[src/rtl/cmd_clk_phase_scan.sv]
`default_nettype none
// ============================================================================
//  Module      : cmd_clk_phase_scan
//  Description : Command-clock phase/fine-delay calibration. Sweeps all 32
//                {phase, fine} settings, counts SyncHit pulses per setting,
//                and selects the centre of the longest contiguous good run.
//  Revision    : 1.0  initial release
// ============================================================================
module cmd_clk_phase_scan #(
    parameter int SETTLE_CYCLES = 16,
    parameter int DWELL_CYCLES  = 1024,
    parameter int MIN_HITS      = 4,
    parameter int CNT_W         = 11
) (
    input  logic       Clk160,
    input  logic       Rst,
    input  logic       ScanStart,
    input  logic       SyncHit,
    input  logic       ManualEn,
    input  logic [4:0] ManualSetting,
    output logic       SelClkPhase,
    output logic [3:0] ClkFineDelay,
    output logic       ScanBusy,
    output logic       ScanDone,
    output logic       ScanFail,
    output logic [4:0] BestSetting,
    output logic [5:0] BestRunLen
);

    // One timer serves both SETTLE and DWELL, so size it for the longer one.
    localparam int c_TMR_MAX = (SETTLE_CYCLES > DWELL_CYCLES) ? SETTLE_CYCLES : DWELL_CYCLES;
    localparam int c_TMR_W   = (c_TMR_MAX > 1) ? $clog2(c_TMR_MAX) : 1;

    localparam logic [2:0] c_ST_IDLE   = 3'd0;
    localparam logic [2:0] c_ST_SETTLE = 3'd1;
    localparam logic [2:0] c_ST_DWELL  = 3'd2;
    localparam logic [2:0] c_ST_EVAL   = 3'd3;
    localparam logic [2:0] c_ST_APPLY  = 3'd4;

    localparam logic [c_TMR_W-1:0] c_SETTLE_LAST = c_TMR_W'(SETTLE_CYCLES - 1);
    localparam logic [c_TMR_W-1:0] c_DWELL_LAST  = c_TMR_W'(DWELL_CYCLES - 1);

    logic [2:0]         r_state;
    logic [c_TMR_W-1:0] r_tmr;
    logic [CNT_W-1:0]   r_hits;
    logic [4:0]         r_idx;
    logic [4:0]         r_setting;
    logic [4:0]         r_restore;
    logic [4:0]         r_run_start;
    logic [5:0]         r_run_len;
    logic [4:0]         r_best_start;
    logic [5:0]         r_best_len;
    logic [4:0]         r_best_setting;
    logic [5:0]         r_best_run_len;
    logic               r_busy;
    logic               r_done;
    logic               r_fail;

    logic               w_good;
    logic               w_last;
    logic               w_close;
    logic               w_hits_sat;
    logic [5:0]         w_ext_len;
    logic [4:0]         w_ext_start;
    logic [5:0]         w_half;
    logic [4:0]         w_centre;

    // Run tracking for the EVAL cycle: the current run extended by this setting.
    always_comb begin
        w_good      = (32'(r_hits) >= 32'(MIN_HITS));
        w_last      = (r_idx == 5'd31);
        w_close     = !w_good || w_last;
        w_hits_sat  = &r_hits;
        w_ext_len   = r_run_len + {5'd0, w_good};
        w_ext_start = (w_good && (r_run_len == 6'd0)) ? r_idx : r_run_start;
        w_half      = (r_best_len - 6'd1) >> 1;
        w_centre    = r_best_start + w_half[4:0];
    end

    // Sweep sequencer with all outputs registered.
    always_ff @(posedge Clk160) begin
        if (Rst) begin
            r_state        <= c_ST_IDLE;
            r_tmr          <= '0;
            r_hits         <= '0;
            r_idx          <= 5'd0;
            r_setting      <= 5'd0;
            r_restore      <= 5'd0;
            r_run_start    <= 5'd0;
            r_run_len      <= 6'd0;
            r_best_start   <= 5'd0;
            r_best_len     <= 6'd0;
            r_best_setting <= 5'd0;
            r_best_run_len <= 6'd0;
            r_busy         <= 1'b0;
            r_done         <= 1'b0;
            r_fail         <= 1'b0;
        end else begin
            r_done <= 1'b0;
            case (r_state)
                c_ST_IDLE: begin
                    if (ScanStart) begin
                        r_restore    <= r_setting;
                        r_setting    <= 5'd0;
                        r_idx        <= 5'd0;
                        r_tmr        <= '0;
                        r_hits       <= '0;
                        r_run_start  <= 5'd0;
                        r_run_len    <= 6'd0;
                        r_best_start <= 5'd0;
                        r_best_len   <= 6'd0;
                        r_fail       <= 1'b0;
                        r_busy       <= 1'b1;
                        r_state      <= c_ST_SETTLE;
                    end else begin
                        r_setting <= ManualEn ? ManualSetting : r_best_setting;
                    end
                end
                c_ST_SETTLE: begin
                    if (r_tmr == c_SETTLE_LAST) begin
                        r_tmr   <= '0;
                        r_state <= c_ST_DWELL;
                    end else begin
                        r_tmr <= r_tmr + 1'b1;
                    end
                end
                c_ST_DWELL: begin
                    if (SyncHit && !w_hits_sat) begin
                        r_hits <= r_hits + 1'b1;
                    end
                    if (r_tmr == c_DWELL_LAST) begin
                        r_tmr   <= '0;
                        r_state <= c_ST_EVAL;
                    end else begin
                        r_tmr <= r_tmr + 1'b1;
                    end
                end
                c_ST_EVAL: begin
                    r_hits <= '0;
                    if (w_close) begin
                        // Strictly greater: on a tie the earlier run wins.
                        if (w_ext_len > r_best_len) begin
                            r_best_start <= w_ext_start;
                            r_best_len   <= w_ext_len;
                        end
                        r_run_len <= 6'd0;
                    end else begin
                        r_run_start <= w_ext_start;
                        r_run_len   <= w_ext_len;
                    end
                    if (w_last) begin
                        r_state <= c_ST_APPLY;
                    end else begin
                        r_idx     <= r_idx + 5'd1;
                        r_setting <= r_idx + 5'd1;
                        r_state   <= c_ST_SETTLE;
                    end
                end
                c_ST_APPLY: begin
                    if (r_best_len != 6'd0) begin
                        r_best_setting <= w_centre;
                        r_best_run_len <= r_best_len;
                        r_setting      <= w_centre;
                        r_fail         <= 1'b0;
                    end else begin
                        r_setting <= r_restore;
                        r_fail    <= 1'b1;
                    end
                    r_busy  <= 1'b0;
                    r_done  <= 1'b1;
                    r_state <= c_ST_IDLE;
                end
                default: begin
                    r_state <= c_ST_IDLE;
                end
            endcase
        end
    end

    assign SelClkPhase  = r_setting[4];
    assign ClkFineDelay = r_setting[3:0];
    assign ScanBusy     = r_busy;
    assign ScanDone     = r_done;
    assign ScanFail     = r_fail;
    assign BestSetting  = r_best_setting;
    assign BestRunLen   = r_best_run_len;

endmodule
`default_nettype wire

[config.mk]
export PLATFORM = sky130hd
export DESIGN_NAME = cmd_clk_phase_scan
export DESIGN_NICKNAME = d
export VERILOG_FILES = /design/src/rtl/cmd_clk_phase_scan.sv
export SDC_FILE = /design/constraint.sdc
export NUM_CORES = 1
export LEC_CHECK = 0
export BUFFER_PORTS_ARGS = -buffer_cell sky130_fd_sc_hd__buf_2
export CAP_MARGIN = 5
export CORE_ASPECT_RATIO = 1.4
export CORE_UTILIZATION = 50
export DETAILED_ROUTE_END_ITERATION = 12
export GPL_ROUTABILITY_DRIVEN = 0
export PLACE_DENSITY = 0.69
export SYNTH_ARGS = -nofsm -noshare
export SYNTH_HDL_FRONTEND = slang
export SYNTH_SLANG_ARGS = --single-unit
[constraint.sdc]
create_clock -name Clk160 -period 6.5 [get_ports Clk160]
set_clock_uncertainty 0.05 [all_clocks]
set_input_delay 1.3 -clock Clk160 [delete_from_list [all_inputs] [get_ports Clk160]]
set_output_delay 1.3 -clock Clk160 [all_outputs]
set_load 0.03 [all_outputs]
==> run_results.csv <==
group,metric,value,unit
run_status,status,"complete, no violations",
placed_design,placed_area,4320,um^2
cts,clkTransAtPathRegs,80,ps
routing,drc,0,
timing,slew_headroom,0.134,
yosys,synth_ff_type,"dfxtp_1",
global_routing,grt_pass1_vias,3501,
floorplan,die_area,8620,um^2
power,power.leakage,1.70,nW
routing,wirelength,10100,um
cts,cts_buffers,9,
yosys,avgSynthCellArea,8.30,um^2
floorplan,die_w,78.7,um
global_routing,antenna_found_initial,0,
critical_path,rr_endpoint,"r_best_start[1]",
yosys,syn_area,4120,um^2
timing,min_period,3870,ps
final_layout,fin_util,0.576,
critical_path,r2r_slack,2630,ps
flow_run,drv_cap,0,
critical_path,arrival,4070,ps
floorplan,die_h,109,um
critical_path,start_kind,"flop",
timing,fin_crit_sh,0.595,
placed_design,dp_hpwl,7190,um
power,finalPower,0.943,mW
critical_path,critPathCaptureType,"flop",
floorplan,initial_core_util,0.522,
worst_hold_path,hp-start,"r_restore[0]",
worst_hold_path,worstHoldEndpoint,"r_restore[0]",
cts,cts-root-buf,"clkbuf_8",
yosys,synth_warnings,0,
critical_path,required,6700,ps
timing,hold_viol,0,
critical_path,cp_max_fo,7,
power,p_per_area,207,nW/um^2
yosys,synthTopCellsByCount,"dfxtp_1, nand2_1, nor2_1, a21oi_1, clkbuf_1",
yosys,syn-num-nets,526,
critical_path,crit_type,"flop to flop",
cts,h-tree-depth,3,
routing,vias,3707,
routing,antenna_left,0,
yosys,synth_cell_types,60,
routing,drt_iter0_drc,227,
floorplan,rows,38,
global_routing,grt_pass1_wl,16400,um
cts,holdBufCountCts,0,
yosys,synth_cells,497,
final_layout,drive_gt1_frac,0.131,
cts,cts_tree,"built",
timing,worstMarginPinSlew,1290,ps
timing,rsz0062_at_grt,"false",
routing,drtPass1Iterations,5,
floorplan,pin_count,29,
worst_hold_path,holdPathStages,2,
cts,postCtsSetupBuffers,0,
yosys,synth_edf_count,0,
yosys,synthMostInstantiatedCell,"dfxtp_1",
timing,finalMaxSlewViolations,0,
timing,setup_viol,0,
floorplan,core-area,7890,um^2
yosys,synthArstFlopShare,0,
yosys,synth_area_leaders,"dfxtp_1, a21oi_1, ha_1",
timing,tns,0,ps
routing,vias_per_cell,6.00,
critical_path,r2r-start,"r_hits[4]",
global_routing,grt_max_degree,68,
timing,fmax,0.258,GHz
cts,clock_latency,350,ps
global_routing,grt_overflow,0,
yosys,yosysTopAreaCellShare,0.364,
yosys,ys_seq_area_frac,0.364,
routing,wl_per_cell,16.4,um
cts,post_cts_resized,0,
critical_path,worst_r2r_path_depth,12,
final_layout,final_design_area_no_fill,4550,um^2
final_layout,layout.nets,542,
yosys,ys_seq_elements,75,
cts,cts.sinks,75,
global_routing,grt_usage,0.245,
final_layout,diodes,0,
cts,cts_buffer_depth,2,
yosys,yosysTopAreaCell,"dfxtp_1",
power,peakVddDrop,0.130,mV
final_layout,area_delta_synth_final,10.3,%
placed_design,placement.io_buffers,28,
worst_hold_path,hold_class,"flop to flop",
## how the worst max path moves through the flow
stage / startpoint / endpoint / slack (ps) / depth (start not counted)
2_1_floorplan: r_hits[4] / r_best_start[0] / 3160 / 12
3_3_place_gp: r_hits[4] / r_best_start[0] / 2800 / 12
3_5_place_dp: r_hits[4] / r_best_start[2] / 2660 / 12
4_1_cts: r_hits[4] / r_best_start[1] / 2630 / 12
5_1_grt: r_hits[4] / r_best_len[3] / 2320 / 12
6_report: r_hits[4] / r_best_start[1] / 2630 / 12
## registers in the layout, indices dropped and copies added, names as in the netlist, 6 cells and up
name / flops
r_run_len: 6
BestRunLen: 6
r_tmr: 10
r_best_len: 6
r_hits: 11
## cells by family after synthesis
logic type | share of synthesized area
buf+inv | 0.0483
fa+ha+maj | 0.0595
mux | 0.0370
xor+xnor | 0.0361
simple gates | 0.245
flops | 0.364
compound gates | 0.210
## power by group
part	leakage (nW)	switching, mW	internal [mW]
sequential	0.605	0.00527	0.464
clock	0.113	0.171	0.237
combinational	0.983	0.0458	0.0197
total	1.70	0.223	0.721
## cell type report
class,instances,area (um^2)
tap,100,125
multi-input combinational,370,2420
sequential,75,1500
clock buffer,12,155
clock inverter,4,72.6
fill,754,3340
inverter,23,86.3
timing repair buffer,34,185
## critical path, stage by stage (launching register included)
cell,delay (ps)
dfxtp_1,350
or4_4,560
nor4_4,440
inv_1,90
ha_1,220
ha_1,230
nand3_1,110
xnor2_1,120
ha_1,320
nand4_1,190
o221ai_1,580
a21oi_2,220
o41ai_2,300
## cell usage in the layout (no fill, tap or decap), types with 9 or more instances in the layout
cell	count
xnor2_1	12
nor2_1	47
nand3_1	16
nand3b_1	9
ha_1	18
dfxtp_1	75
nor3_1	16
a21oi_1	45
mux2i_1	13
inv_1	23
buf_2	28
nand2_1	53
clkbuf_8	11
o21ai_0	10
## stage by stage
step	worst slack (ps)	hold slack [ps]	std cells
after floorplan	3160	383	497
after global placement	2800	394	602
after detailed placement	2660	400	602
after CTS	2630	409	618
after global routing	2320	428	618
final	2630	408	618
## per-layer routing
| metal | share of wire | up-vias | global-route usage | wire length [um] |
|---|---|---|---|---|
| met3 | 0.038 | 15 | 0.0373 | 389 |
| li1 | - | 1848 | - | - |
| met5 | 0 | - | 0 | 0 |
| met2 | 0.52 | 87 | 0.445 | 5210 |
| met1 | 0.43 | 1757 | 0.282 | 4300 |
| met4 | 0.021 | 0 | 0.103 | 215 |
Power figures use the tool's default switching activity.
